**src/rtl/quadrature_generator_pkg.sv**
```systemverilog
// Shared phase encodings and register map for the quadrature generator.
package quadrature_generator_pkg;

    localparam int STEPS_W = 16;

    // Phase values are the literal {a,b} output levels.
    typedef enum logic [1:0] {
        PH_00 = 2'b00,
        PH_01 = 2'b01,
        PH_11 = 2'b11,
        PH_10 = 2'b10
    } phase_t;

    localparam logic ADDR_STEPS  = 1'b0;
    localparam logic ADDR_PERIOD = 1'b1;

endpackage

```
**src/rtl/quadrature_generator_quad_phase_seq.sv**
```systemverilog
// Four-phase quadrature state machine; one tick moves one Gray-code transition.
module quad_phase_seq
    import quadrature_generator_pkg::*;
(
    input  logic clk,
    input  logic rst,
    input  logic tick,
    input  logic dir,
    output logic a,
    output logic b,
    output logic cycle_end,
    output logic cycle_dir
);

    phase_t phase, phase_next;
    logic   dir_q, dir_next;

    always_ff @(posedge clk) begin
        if (rst) begin
            phase <= PH_00;
            dir_q <= 1'b0;
        end else begin
            phase <= phase_next;
            dir_q <= dir_next;
        end
    end

    // Direction is sampled only when leaving 00, so a cycle in flight never reverses.
    always_comb begin
        phase_next = phase;
        dir_next   = dir_q;
        cycle_dir  = (phase == PH_00) ? dir : dir_q;
        cycle_end  = 1'b0;
        if (tick) begin
            if (phase == PH_00) dir_next = dir;
            unique case (phase)
                PH_00: phase_next = cycle_dir ? PH_10 : PH_01;
                PH_01: phase_next = cycle_dir ? PH_00 : PH_11;
                PH_11: phase_next = cycle_dir ? PH_01 : PH_10;
                PH_10: phase_next = cycle_dir ? PH_11 : PH_00;
            endcase
            cycle_end = (phase != PH_00) && (phase_next == PH_00);
        end
    end

    assign {a, b} = phase;

endmodule

```
**src/rtl/quadrature_generator.sv**
```systemverilog
// Memory-mapped quadrature waveform generator: a signed step count is played out as
// full A/B cycles, one phase transition every PERIOD clocks.
module quadrature_generator
    import quadrature_generator_pkg::*;
#(
    parameter int                  PERIOD_W       = 16,
    parameter logic [PERIOD_W-1:0] DEFAULT_PERIOD = 16'd50
) (
    input  logic               clk,
    input  logic               rst,
    input  logic               en,
    input  logic               write,
    input  logic               addr,
    input  logic [STEPS_W-1:0] writedata,
    output logic [STEPS_W-1:0] readdata,
    output logic               quad_a,
    output logic               quad_b,
    output logic               busy,
    output logic               done
);

    localparam logic signed [STEPS_W-1:0] ONE = STEPS_W'(1);

    logic [PERIOD_W-1:0]       period;
    logic [PERIOD_W-1:0]       div_cnt;
    logic [PERIOD_W-1:0]       div_lim;
    logic [PERIOD_W-1:0]       eff_lim;
    logic signed [STEPS_W-1:0] remaining;
    logic                      busy_q;
    logic                      wr_steps, wr_period;
    logic                      tick, cycle_end, cycle_dir;

    function automatic logic signed [STEPS_W-1:0] step_toward_zero(
        input logic signed [STEPS_W-1:0] v
    );
        return v[STEPS_W-1] ? v + ONE : v - ONE;
    endfunction

    assign wr_steps  = en && write && (addr == ADDR_STEPS);
    assign wr_period = en && write && (addr == ADDR_PERIOD);
    assign eff_lim   = (period == '0) ? '0 : period - 1'b1;
    assign busy      = (remaining != '0) || ({quad_a, quad_b} != PH_00);
    assign tick      = busy && (div_cnt == div_lim);
    assign done      = busy_q && !busy;

    always_comb begin
        readdata = remaining;
        if (addr == ADDR_PERIOD) readdata = STEPS_W'(period);
    end

    quad_phase_seq u_seq (
        .clk       (clk),
        .rst       (rst),
        .tick      (tick),
        .dir       (remaining[STEPS_W-1]),
        .a         (quad_a),
        .b         (quad_b),
        .cycle_end (cycle_end),
        .cycle_dir (cycle_dir)
    );

    // The reload limit is captured only at reload or while idle, so a PERIOD
    // write never disturbs the count already in progress.
    always_ff @(posedge clk) begin
        if (rst) begin
            period  <= DEFAULT_PERIOD;
            div_cnt <= '0;
            div_lim <= '0;
        end else begin
            if (wr_period) period <= writedata[PERIOD_W-1:0];
            if (!busy || tick) begin
                div_cnt <= '0;
                div_lim <= eff_lim;
            end else begin
                div_cnt <= div_cnt + 1'b1;
            end
        end
    end

    // A write on the completion clock wins over the decrement.
    always_ff @(posedge clk) begin
        if (rst) begin
            remaining <= '0;
            busy_q    <= 1'b0;
        end else begin
            busy_q <= busy;
            if (wr_steps) begin
                remaining <= signed'(writedata);
            end else if (cycle_end && (remaining != '0) &&
                         (remaining[STEPS_W-1] == cycle_dir)) begin
                remaining <= step_toward_zero(remaining);
            end
        end
    end

endmodule

```
**config.mk**
```make
export PLATFORM = sky130hd
export DESIGN_NAME = quadrature_generator
export DESIGN_NICKNAME = d
export VERILOG_FILES = /design/src/rtl/quadrature_generator_pkg.sv /design/src/rtl/quadrature_generator_quad_phase_seq.sv /design/src/rtl/quadrature_generator.sv
export SDC_FILE = /design/constraint.sdc
export NUM_CORES = 1
export LEC_CHECK = 0
export CORE_MARGIN = 8
export CORE_UTILIZATION = 45
export CTS_CLUSTER_DIAMETER = 100
export DETAILED_ROUTE_END_ITERATION = 8
export HOLD_SLACK_MARGIN = 0.08
export PLACE_DENSITY = 0.65
export SLEW_MARGIN = 0
export SYNTH_ARGS = -nofsm -noshare
export SYNTH_HDL_FRONTEND = slang
export SYNTH_HIERARCHICAL = 1
export SYNTH_SLANG_ARGS = --single-unit
```
**constraint.sdc**
```tcl
create_clock -name clk -period 6.65 [get_ports clk]
set_input_delay 0.665 -clock clk [delete_from_list [all_inputs] [get_ports clk]]
set_output_delay 0.665 -clock clk [all_outputs]
set_load 0.02 [all_outputs]
```
### Yosys cells after proc, flatten, opt, wreduce, memory -nomap -nowiden

Index checks and enable logic that the tools add are counted.

* output and inout port bits: 20
* bits in registers: 68

* reduce and logical (&&, ||, !) cells: 18
* mux-type cells: 13
* eq/ne operators: 5
* $add $sub $neg: 4
* bitwise logic cells: 1

Operator list (count)
* $mux 16: 5
* $add 16x1->16 const B: 1
* $add 16x2->16 const B: 1
* $eq 16x16->1: 1
* $logic_not 16->1: 1
* $reduce_bool 16->1: 1
* $sub 16x1->16 const B: 1
* $sub 16x2->16 const B: 1
* $mux 2: 5
* $logic_and 1x1->1: 8
* $pmux 2 s4: 1
* $eq 2x2->1 const B: 2
* $logic_not 2->1: 2
* $reduce_bool 2->1: 2
* $eq 2x1->1 const B: 1
* $logic_or 1x1->1: 2
* $mux 1: 2
* $reduce_or 2->1: 1
* $eq 1x1->1: 1
* $logic_not 1->1: 1
* $not 1->1: 1

### Longest topological paths before layout

Gate-level depths: netlist (run 1).

* depth after elaboration: 12
* mapped depth: 14
* mapped depth without buffers: 12

### By module

The synthesis (run 1) kept the hierarchy.

By module, submodules not included
* quadrature_generator: cells an instance 478, area an instance 3865.0 um^2, sequential area each 1301.2 um^2, times used 1
* quad_phase_seq: cells an instance 23, area an instance 187.7 um^2, sequential area each 60.1 um^2, times used 1

### Least setup slack after synthesis (run 1)

OpenSTA, ideal clock, no wires.

* path type: flip-flop to flip-flop
* start: register remaining[15]
* end: register remaining[5]
* data arrival time: 2.568 ns
* library setup time: 0.091 ns
* cell stages (with the launch flop): 14
* slack: 3.991 ns
* period minus slack after synthesis: 2.659 ns
* required time: 6.559 ns
* path through: dfxtp_1 -> inv_1 -> ha_1 -> nor4b_1 -> nand4_1 -> nor3_4 -> nor2b_1 -> inv_1 -> a21oi_1 -> and3_1 -> clkbuf_1 -> buf_2 -> o21ai_0 -> a311oi_1

* elaborated cells between the ends (all ways): 20
* classes of those cells: 1 x eq/ne; 11 x mux; 8 x reduce/logical

RTL lines
* from (decl): RTL line quadrature_generator.sv:28 `logic signed [STEPS_W-1:0] remaining;`
* from (signal assigned): RTL line quadrature_generator.sv:88 `remaining <= signed'(writedata);`
* from (signal assigned): RTL line quadrature_generator.sv:91 `remaining <= step_toward_zero(remaining);`
* $reduce_bool 16->1: RTL line quadrature_generator.sv:42 `assign busy = (remaining != '0) || ({quad_a, quad_b} != PH_00);`
* $logic_or 1x1->1: RTL line quadrature_generator.sv:42
* $logic_and 1x1->1: RTL line quadrature_generator.sv:43 `assign tick = busy && (div_cnt == div_lim);`
* net tick: RTL line quadrature_generator.sv:31 `logic tick, cycle_end, cycle_dir;`
* $mux 1: RTL line quadrature_generator_quad_phase_seq.sv:34 `if (tick) begin`
* net cycle_end: RTL line quadrature_generator.sv:31
* $logic_and 1x1->1 (2 in a row): RTL line quadrature_generator.sv:89 `end else if (cycle_end && (remaining != '0) &&`
* $reduce_bool 2->1 (no source line)

The timed path passes the listed nets, and every way through them passes these cells. The select of a mux whose other input is x is not followed.
A chain may end at the register's enable or synchronous reset.

### Worst setup path in the final report (run 1)

* start: register remaining[15]
* end: output port done

* cells in the longest elaborated chain, start to end: 4

RTL lines
* $reduce_bool 16->1: RTL line quadrature_generator.sv:42
* $logic_or 1x1->1: RTL line quadrature_generator.sv:42
* $logic_not 1->1: RTL line quadrature_generator.sv:44 `assign done = busy_q && !busy;`
* $logic_and 1x1->1: RTL line quadrature_generator.sv:44
* to (decl): RTL line quadrature_generator.sv:19 `output logic done`

No other way between the ends.

==> impl_summary.md, run 1 <==
STA
Timing would allow up to 271 MHz. The final critical-path setup slack is 2.95 ns. The final number of hold-violating endpoints is 0. Adding up every negative setup slack in the final design gives 0 ns. The setup-violating endpoint count in the final report is 0. The relative slew slack is 30.9%. For the pin with the worst max-slew slack, the measured transition is 1.03 ns. Setup repair after global routing left no endpoint under its margin. The max-slew violation count is 0.

The final clock period utilization by the worst path is 55.6%. The time the final worst path needs with I/O delays and setup is 3.70 ns. The worst setup skew after layout is 0.00510 ns.

Synthesis
In the post-synthesis netlist, the biggest area contributors are sky130_fd_sc_hd__dfxtp_1 (34%), sky130_fd_sc_hd__xnor2_1 (7.6%), sky130_fd_sc_hd__nand2_1 (7.2%), sky130_fd_sc_hd__ha_1 (5.6%), sky130_fd_sc_hd__a21oi_1 (4.8%). The most used flip-flop cell after synthesis is sky130_fd_sc_hd__dfxtp_1. The area of the mapped netlist is 4050 um2. The fraction of registers with async set or reset after synthesis is 0%. The cell taking the most area after synthesis is sky130_fd_sc_hd__dfxtp_1. The commonest cells after synthesis are sky130_fd_sc_hd__nand2_1 (78), sky130_fd_sc_hd__dfxtp_1 (68), sky130_fd_sc_hd__nor2_1 (41), sky130_fd_sc_hd__a21oi_1 (39), sky130_fd_sc_hd__xnor2_1 (35). The fraction of the yosys area taken by sequential cells is 33.6%.

When the netlist entered floorplanning its net count stood at 541. Counting distinct cell types in the post-synthesis netlist gives 55. The most common cell in the synthesized netlist is sky130_fd_sc_hd__nand2_1. The yosys synthesis warning count is 6. After synthesis, the largest area contributor takes up 33.6% of total cell area. A synthesized cell averages 8.09 um2. In this run, synthesis produced a sequential element count of 68.

After technology mapping, the gate count stands at 501. Yosys mapped a number of flops with a built-in enable equal to 0.

Worst setup path
The critical path goes through inv_1 > ha_1 > nor4b_1 > nand4_1 > nor3_4 > and2_1 > clkdlybuf4s50_1. The worst setup path is launched from a flop. On the worst path, the slowest cell contributes a delay of 0.60 ns. The kind of end point of the critical path is an output port. For flop-to-flop paths, the worst setup slack is 3.16 ns.

Along the worst path, the maximum fanout reaches 17. The largest individual stage delay along the critical path comes from the cell sky130_fd_sc_hd__clkdlybuf4s50_1. The data required time at the worst endpoint is 5.98 ns. By startpoint and endpoint, the worst setup path is classified as flop to output port. At the worst endpoint, the arrival time is 3.03 ns. The critical path contains buffers and inverters numbering 2 combined. The dominant delay contributor by cell family on the critical path is buffers and inverters.

GRT
The global-route wire length before repair is 17300 um. The number of global-route vias before repair came to 3521. Entering global routing, the biggest net connects 34 pins.

Global routing consumed, over all layers together, 16.6% of the routing resources. The number of antenna violations at the first check in global routing was 0. The total congestion overflow is 0.

Clock tree
The library cell used as clock root buffer is sky130_fd_sc_hd__clkbuf_8. The number of buffers on the longest clock path is 2. The post-CTS repair timing setup buffer count is 0. In this run, post-CTS hold repair placed 0 buffers. The number of buffers created by CTS is 9. TritonCTS built the clock tree. The H-tree depth is 3. The post-CTS clock slew at the launch and capture registers of the worst setup and hold paths is 0.07 ns. The post-CTS resize count is 0. The clock drives 68 sinks.

The insertion delay to the later sink of the worst-skew pair is 0.34 ns.

Layout
The count of inserted antenna diode cells is 0. The number of nets at the end of the flow is 572. The finished layout holds 645 standard cells, fillers aside. Relative to the synthesized area, the layout overhead comes to 16.8%. Of the cells placed in the final design, the portion with a size suffix greater than 1 is 8.75%.

The finished layout cell area is 4730 um2.

Routing
In the routed design, unresolved DRC markers number 0. Dividing the detail-routed wire length by the instance count gives 16.2 um. The via count normalized by instance count is 5.71.

The first routing iteration left 217 violations. For this run, the detailed router's first-pass iteration total came to 6. The post-detailed-routing wire length is 10400 um. The detailed router placed 3685 vias in this run. The number of nets with antenna violations after routing is 0.

Power
Power spread over the standard cell area amounts to 281 nW/um2. The leakage component of the power is 0.00174 uW. Across the VDD grid, the largest voltage drop is 0.000143 V.

Die
The boundary pin count is 41. The floorplan has 34 rows. The area of the die is 12300 um2.

From bottom edge to top edge, the die measures 111 um. The starting density of the core is 46.5%. The die is 111 um wide. The area of the core is 8720 um2.

Place
Before CTS, the worst setup slack after placement is 3.22 ns. After detailed placement, the total cell area comes to 4510 um2. Including well taps, the total number of placed cells is 629.

The global placer's final weighted congestion is 0.847. The placed wire-length estimate is 7680 um. The number of buffers added on ports is 40.

Job
Max-cap violations in this run came to 0.

Hold path
The class of the tightest hold or removal check is flop to flop.

Outcome
The flow ran to the end, and the final reports show no timing, DRC or antenna violations.
final timing paths:
| kind | from | to | depth (start not counted) |
|---|---|---|---|
| worst max register to register | remaining[15]$_SDFFE_PP0P_ | remaining[8]$_SDFFE_PP0P_ | 12 |
| worst min register to register | div_lim[13]$_SDFFE_PP0P_ | div_lim[13]$_SDFFE_PP0P_ | 2 |
| worst min-delay path | div_lim[13]$_SDFFE_PP0P_ | div_lim[13]$_SDFFE_PP0P_ | 2 |
| worst max-delay path | remaining[15]$_SDFFE_PP0P_ | done | 7 |
placed cells by master, fill, tap and decap left out, drive strengths merged, types with 6 or more instances in the layout:
cell,count
a21oi,39
xnor2,35
a21o,7
and3,12
mux2i,6
nor4,8
nor3,10
clkdlybuf4s50,40
clkbuf,11
ha,18
and2,6
nand4,9
o21ai,35
inv,13
nor2,42
nand3,15
dfxtp,68
nand2,78
xor2,12
mux2,13
through the flow:
step	hold WS (ns)	total power [uW]	utilization, %
3_3_place_gp	0.448	942	51.7
4_1_cts	0.478	1340	54.3
3_5_place_dp	0.460	952	51.7
6_report	0.475	1330	54.3
2_1_floorplan	0.437	834	-
5_1_grt	0.495	1410	54.3
flip-flops by register name, summed over array words and instances (netlist names):
| register | count |
|---|---|
| remaining | 16 |
| div_cnt | 16 |
| div_lim | 16 |
| u_seq/dir_q | 1 |
| u_seq/phase | 2 |
| period | 16 |
| busy_q | 1 |
layer usage:
metal	part of all wire, %	vias up	wire [um]	track usage [%]
met1	48	1728	5050	21.4
met5	0	-	0	0
met2	44	105	4580	26.0
li1	-	1834	-	-
met3	5.9	18	613	4.49
met4	1.9	0	199	5.50
area by class of cell:
cell class	instances	area (um2)
Sequential cell	68	1360
Clock buffer	11	141
Timing Repair Buffer	42	415
Inverter	12	45.0
Fill cell	801	3990
Clock inverter	5	83.8
Tap cell	108	135
Multi-Input combinational cell	399	2550
power by group:
part | leakage, uW | switching (uW) | total (uW) | internal, uW
Clock | 0.000106 | 160 | 383 | 223
Combinational | 0.00108 | 262 | 456 | 194
Sequential | 0.000553 | 45.9 | 491 | 445
Total | 0.00174 | 468 | 1330 | 862
tightest hold or removal path, cell delays in order (launching register included):
cell	delay (ns)
sky130_fd_sc_hd__dfxtp_1	0.32
sky130_fd_sc_hd__nand2_1	0.07
sky130_fd_sc_hd__o21ai_2	0.04
cells by family (layout without fill, tap and decap cells):
group | after synthesis | in the layout | share of synthesized area, %
adders and majority gates | 19 | 19 | 6.05
xor gates and xnor gates | 47 | 47 | 10.2
and+or+nand+nor | 199 | 199 | 23.6
AOI/OAI and AO/OA | 115 | 115 | 18.1
DFF | 68 | 68 | 33.6
buffers and inverters | 34 | 70 | 3.43
muxes | 19 | 19 | 5.09
(Power assumes the default switching activity.)
==> run 2, diff against run 1 <==
--- a/config.mk
+++ b/config.mk
@@ -10,7 +10,7 @@
 export CTS_CLUSTER_DIAMETER = 100
 export DETAILED_ROUTE_END_ITERATION = 8
 export HOLD_SLACK_MARGIN = 0.08
-export PLACE_DENSITY = 0.65
+export PLACE_DENSITY = 0.68
 export SLEW_MARGIN = 0
 export SYNTH_ARGS = -nofsm -noshare
 export SYNTH_HDL_FRONTEND = slang
==> constraint.sdc (replaced) <==
create_clock -name clk -period 3.4 [get_ports clk]
set_input_delay 0.34 -clock clk [delete_from_list [all_inputs] [get_ports clk]]
set_output_delay 0.34 -clock clk [all_outputs]
set_load 0.02 [all_outputs]
==> run 2 against run 1 <==
Sequential power rose by 96%. Clock power rose by 110%. Core utilization grew 0.62 points.
==> impl_summary.md, run 2 (synthesis results as in run 1) <==
Outcome
The run finished with clean final reports.

Routing
The remaining design rule violation count is 0. The wire length per cell is 16.4 um. Summed over all layers, the routed wires come to 10600 um. The count of routing violations after the opening detailed-route iteration is 161. The routed layout has 3709 vias. The detailed-router iteration count before antenna repair is 5. After detailed routing, the number of vias per cell comes to 5.71. The number of nets with antenna violations after routing is 0.

Clock tree
The post-CTS repair timing setup buffer count is 0. The H-tree depth is 3. The library cell used as clock root buffer is sky130_fd_sc_hd__clkbuf_8. After clock tree synthesis, the clock-pin slew on the worst setup and hold paths is 0.07 ns. The clock tree from TritonCTS is yes. Clock latency on the worst-skew pair, taken at its later pin, is 0.34 ns. For this design, the CTS-stage hold fixing added 0 buffers.

No sink is reached through more buffers than the 2 on the longest clock path. Counting the buffers created by CTS gives 9. The post-CTS resize count is 0. CTS saw 68 sinks.

Die
The die span in y is 111 um. The row count is 34. The area of the core is 8720 um2. The starting density of the core is 46.5%. In this run the count of I/O pins placed on the die edge is 41. From left edge to right edge, the die measures 111 um. The die covers 12300 um2.

Place
The global placer's final weighted congestion is 0.920. In this run the cell area measured after placement is 4540 um2. At the placement stage, the worst setup path has a slack of 0.486 ns. The wire-length estimate of the detail-placed layout is 8120 um. The number of buffers added on ports is 40.

STA
The worst setup skew after layout is 0.00685 ns. The final setup TNS is 0 ns. In the finished design, the share of the clock period the worst path needs comes to 90.6%. The pin slew with the least headroom to its limit is 0.714 ns. Setup slack closes at 0.320 ns. The time the final worst path needs with I/O delays and setup is 3.08 ns.

The final number of hold-violating endpoints came to 0. The max-slew violation count was 0. The relative slew slack is 52.2%. The setup-violating endpoint count in the final report is 0. Based on the critical path, the design can be clocked at up to 325 MHz.

Setup repair after global routing left no endpoint under its margin.

Worst setup path
The kind of end point of the critical path is an output port. The signal on the critical path passes through inv_1 > ha_1 > nor4b_1 > nand4_1 > nor3_4 > and2_1 > clkdlybuf4s50_1. Data arrives at the worst endpoint at 2.74 ns. The critical-path cell with the highest stage delay is sky130_fd_sc_hd__clkdlybuf4s50_1. For the worst flop-to-flop path, the logic depth is 12. The maximum fanout encountered on the critical timing path is 7.

In this design, the stage delay of the slowest critical-path cell is 0.60 ns. The worst setup path is launched from a flop. The data required time at the worst endpoint is 3.06 ns. The setup path with the least slack is of type flop to output port.

Job
The tool flagged a number of max-cap violations equal to 0.

Power
The peak ir drop on the vdd network is 0.000251 V. Dividing total power by cell area gives a power density of 560 nW/um2. The leakage component of the power is 0.00177 uW.

Total power for the finished layout comes to 2680 uW.

Layout
From synthesis to final layout, the design area changed by 18.2%. Counting the fill cells in the layout gives 850. In the layout the commonest cells are sky130_fd_sc_hd__nand2_1 (78), sky130_fd_sc_hd__dfxtp_1 (68), sky130_fd_sc_hd__nor2_1 (41). The library cell used most frequently in the layout, excluding fill and tap cells, is sky130_fd_sc_hd__nand2_1. In the final layout, the share of cells above drive strength 1 is 9.61%. In the final design database the tool counted 576 nets. Once layout is done, the placed cells without fillers occupy 4790 um2.

0 antenna diodes ended up in the layout.

Hold path
The number of cells on the worst hold path is 2. The class of the tightest hold or removal check is flop to flop.

GRT
The largest net degree at the start of global routing is 26. The number of global-route vias before repair was 3693. After global routing the overflow that remains totals 0. The combined global-route utilization of all metal layers is 17.2%.

The global-route wire length before repair is 17800 um. The number of antenna violations at the first check in global routing is 0.
## run 2: cell types whose count changed in the layout (fill, tap and decap cells not counted)
cell                         change
sky130_fd_sc_hd__inv_6           -1
sky130_fd_sc_hd__clkinvlp_4      -1
sky130_fd_sc_hd__clkinv_2        +1
sky130_fd_sc_hd__bufinv_16       +1
sky130_fd_sc_hd__buf_4           +4
sky130_fd_sc_hd__clkbuf_1        -1
sky130_fd_sc_hd__clkinv_4        +1
## run 2: critical path, delay by kind of cell (launching register included)
family	cells	cell delay [ns]
AND/OR/NAND/NOR	4	1.13
buffers and inverters	2	0.72
flip-flops	1	0.40
adder cells (fa/ha/maj)	1	0.15
## run 2: stage by stage
step | cells | util (%) | hold slack (ns)
5_1_grt | 649 | 54.9 | 0.495
3_3_place_gp | 633 | 52.1 | 0.449
3_5_place_dp | 633 | 52.1 | 0.469
4_1_cts | 649 | 54.9 | 0.479
6_report | 649 | 54.9 | 0.478
2_1_floorplan | 501 | - | 0.409
## run 2: cell type report
class | instances | area (um2) | share of cell area (%)
clock buffers | 10 | 138 | 2.87
clock inverters | 6 | 111 | 2.33
inverters | 12 | 45.0 | 0.941
multi-input cells | 399 | 2550 | 53.3
flip-flops and latches | 68 | 1360 | 28.4
well taps | 108 | 135 | 2.82
repair buffers | 46 | 445 | 9.30
## run 2: worst paths after layout
kind,startpoint,end,slack [ns]
max,remaining[15]$_SDFFE_PP0P_,done,0.32
min,div_lim[14]$_SDFFE_PP0P_,div_lim[14]$_SDFFE_PP0P_,0.48
max reg2reg,remaining[15]$_SDFFE_PP0P_,remaining[13]$_SDFFE_PP0P_,0.41
min reg2reg,div_lim[14]$_SDFFE_PP0P_,div_lim[14]$_SDFFE_PP0P_,0.48
## run 2: per-layer routing
| metal | part of all wire [%] | up-vias | GRT usage (%) |
|---|---|---|---|
| li1 | - | 1841 | - |
| met1 | 45 | 1762 | 21.6 |
| met2 | 47 | 97 | 28.3 |
| met3 | 6.5 | 9 | 3.95 |
| met4 | 1.0 | 0 | 5.77 |
| met5 | 0 | - | 0 |
## run 2: power breakdown
part           internal, uW  switching [uW]
combinational           383             514
clock                   507             316
sequential              870            92.9
total                  1760             923
==> run 3, diff against run 2 <==
--- a/config.mk
+++ b/config.mk
@@ -7,12 +7,10 @@
 export LEC_CHECK = 0
 export CORE_MARGIN = 8
 export CORE_UTILIZATION = 45
-export CTS_CLUSTER_DIAMETER = 100
 export DETAILED_ROUTE_END_ITERATION = 8
 export HOLD_SLACK_MARGIN = 0.08
-export PLACE_DENSITY = 0.68
+export PLACE_DENSITY = 0.78
 export SLEW_MARGIN = 0
 export SYNTH_ARGS = -nofsm -noshare
 export SYNTH_HDL_FRONTEND = slang
-export SYNTH_HIERARCHICAL = 1
 export SYNTH_SLANG_ARGS = --single-unit
==> run 3 against run 2 <==
First-iteration DRC count did not move. Maximum frequency increased by 1.2%. Synthesized area up 0.56%. Highest routed layer unchanged. Non-clock buffer count stayed put.
==> impl_summary.md, run 3 <==
Layout
The repair_antennas step left the layout with diodes totalling 0. In the layout the commonest cells are sky130_fd_sc_hd__nand2_1 (79), sky130_fd_sc_hd__dfxtp_1 (68), sky130_fd_sc_hd__clkdlybuf4s50_1 (40). Counting the fill cells in the layout gives 814. The register area is 1360 um2. With fillers left out, the area of the finished cells amounts to 4760 um2. The area of combinational cells with multiple inputs is 2560 um2. The fraction of final layout cells with drive strength greater than 1 is 10.3%. The layout overhead on the synthesized area is 16.9%. The number of nets at the end of the flow is 577.

The most common library cell in the layout ignoring fill and taps is sky130_fd_sc_hd__nand2_1.

Synthesis
By area the synthesized netlist is led by sky130_fd_sc_hd__dfxtp_1 (33%), sky130_fd_sc_hd__xnor2_1 (8.0%), sky130_fd_sc_hd__nand2_1 (7.3%), sky130_fd_sc_hd__ha_1 (5.5%), sky130_fd_sc_hd__mux2_2 (3.9%). The number of nets handed over by synthesis was 541. The yosys synthesis warning count is 0.

The most frequent cell after synthesis is sky130_fd_sc_hd__nand2_1. The synthesized instance count is 501. The most used flip-flop cell after synthesis is sky130_fd_sc_hd__dfxtp_1.

The flip-flop and latch count after synthesis is 68. The fraction of registers with async set or reset after synthesis is 0%. The top cell type by area accounts for 33.4% of the synthesized area. The largest total area in the synthesized netlist belongs to sky130_fd_sc_hd__dfxtp_1. Yosys mapped the design onto 57 distinct sky130hd cell types. The commonest cells after synthesis are sky130_fd_sc_hd__nand2_1 (79), sky130_fd_sc_hd__dfxtp_1 (68), sky130_fd_sc_hd__nor2_1 (38), sky130_fd_sc_hd__xnor2_1 (37), sky130_fd_sc_hd__a21oi_1 (31). Counting flops with a built-in enable in the synthesized netlist gives 0. The area of the mapped netlist is 4080 um2. After synthesis, flip-flops and latches occupy 33.4% of the total area.

The post-synthesis area per instance is 8.13 um2.

Worst setup path
The critical path is of the flop to output port type. STA classifies the critical path startpoint as a flop. The critical path arrival is 2.70 ns.

The data required time at the worst endpoint is 3.06 ns. In this run the worst path has a maximum fanout of 8. STA classifies the critical path endpoint as an output port.

Clock tree
Post-CTS timing repair inserted 0 buffers for setup. Counting the buffers created by CTS gives 9. The library cell used as clock root buffer is sky130_fd_sc_hd__clkbuf_8.

The clock tree from TritonCTS is yes. Post-CTS repair changed the size of 0 cells. The H-tree depth is 3. The insertion delay to the later sink of the worst-skew pair is 0.35 ns. After clock tree synthesis, the flow added hold-fix buffers numbering 0. Clock tree synthesis found a total of 68 sinks. Clock-pin slew was measured on the worst setup and hold paths at 0.07 ns. No sink is reached through more buffers than the 2 on the longest clock path.

Place
The area of placed instances is 4560 um2. Routability-driven placement finished with a final weighted congestion of 0.936. The wire-length estimate of the detail-placed layout is 8000 um. The number of buffers added on ports is 40.

Die
Once the floorplan was initialized, standard cells occupied 46.5% of the core. The region available for standard cell placement spans 8760 um2. The area of the die is 12400 um2. The row count is 34. The die is 111 um tall.

The boundary pin count is 41. The overall die width is 111 um.

Power
Across the VDD grid, the largest voltage drop is 0.000223 V. For this design the ratio of total power to cell area is 537 nW/um2. Overall power consumption after layout is estimated at 2560 uW. In this run the static leakage power is 0.00183 uW.

Routing
The final layout contains routed wiring with a total length of 10800 um. Dividing the detail-routed via count by the number of cells gives 5.69. The detailed router placed 3701 vias in this run. The remaining design rule violation count is 0. For this block, the initial DRC count from the detailed router was 161. The wire length per cell is 16.6 um. The first detailed-routing pass took 5 iterations. The number of nets with antenna violations after routing is 0.

Hold path
The min-delay analysis places its worst path in the category flop to flop.

GRT
The number of global-route vias before repair was 3711. The total congestion overflow is 0. The global-route wire length before repair is 18000 um. Entering global routing, the biggest net connects 28 pins.

The number of antenna violations at the first check in global routing was 0. The combined global-route utilization of all metal layers is 17.4%.

Job
The tool flagged a number of max-cap violations equal to 0.

STA
The final clock period utilization by the worst path is 89.5%. The max-slew violation count is 0. The final number of hold-violating endpoints is 0. Setup total negative slack on the finished layout was measured at 0 ns. Setup repair after global routing left no endpoint under its margin. The setup-violating endpoint count in the final report is 0.

The pin slew with the least headroom to its limit is 0.855 ns. The time the final worst path needs with I/O delays and setup is 3.04 ns. Headroom to the max-slew limit came out at 42.8%.

Based on the critical path, the design can be clocked at up to 329 MHz. Clock skew on the completed layout was measured at 0.0104 ns.

Outcome
The flow ran to the end, and the final reports show no timing, DRC or antenna violations.
-- run 3: report_power, final --
part	switching, uW	internal, uW
Sequential	97.0	890
Clock	311	377
Combinational	492	391
-- run 3: area by class of cell --
cell class / count / share of cell area [%]
clock inverters: 4 / 0.998
multi-input cells: 396 / 53.7
flip-flops and latches: 68 / 28.6
well taps: 108 / 2.84
inverters: 16 / 1.26
repair buffers: 46 / 9.35
clock buffers: 12 / 3.26
-- run 3: routing by layer --
metal | up-vias | part of all wire (%) | global-route usage [%]
met4 | 0 | 2.0 | 6.67
met5 | - | 0 | 0
met1 | 1725 | 41 | 19.1
met2 | 102 | 51 | 30.0
li1 | 1853 | - | -
met3 | 21 | 6.2 | 6.22
-- run 3: final timing paths --
kind	startpoint	end	slack, ns	cells after the start
max	remaining[15]$_SDFFE_PP0P_	done	0.36	8
min	div_lim[9]$_SDFFE_PP0P_	div_lim[9]$_SDFFE_PP0P_	0.47	2
max reg2reg	remaining[15]$_SDFFE_PP0P_	remaining[10]$_SDFFE_PP0P_	0.56	7
min reg2reg	div_lim[9]$_SDFFE_PP0P_	div_lim[9]$_SDFFE_PP0P_	0.47	2
-- run 3: stage by stage --
step / instances / util [%] / setup slack (ns) / hold WS, ns
global placement: 634 / 52.0 / 0.700 / 0.464
global route: 650 / 54.3 / 0.170 / 0.489
CTS: 650 / 54.3 / 0.379 / 0.473
detailed placement: 634 / 52.0 / 0.599 / 0.464
floorplan: 501 / - / 0.863 / 0.446
finish: 650 / 54.3 / 0.357 / 0.470
-- run 3: critical path, stage by stage (launching register included) --
cell and delay (ns):
sky130_fd_sc_hd__dfxtp_1 0.37, sky130_fd_sc_hd__inv_1 0.26, sky130_fd_sc_hd__ha_1 0.20, sky130_fd_sc_hd__nor4b_1 0.26, sky130_fd_sc_hd__nand4_1 0.21, sky130_fd_sc_hd__nor3_1 0.18
sky130_fd_sc_hd__buf_4 0.17, sky130_fd_sc_hd__and2_1 0.12, sky130_fd_sc_hd__clkdlybuf4s50_1 0.60
-- run 3: cells by family after synthesis --
| kind of cell | Yosys count | share of synthesized area (%) |
|---|---|---|
| AND/OR/NAND/NOR | 202 | 24.0 |
| flip-flops | 68 | 33.4 |
| multiplexers | 16 | 4.36 |
| AO/OA/AOI/OAI | 108 | 17.4 |
| adder cells (fa/ha/maj) | 19 | 6.02 |
| XOR/XNOR | 51 | 11.0 |
| buffers and inverters | 37 | 3.84 |
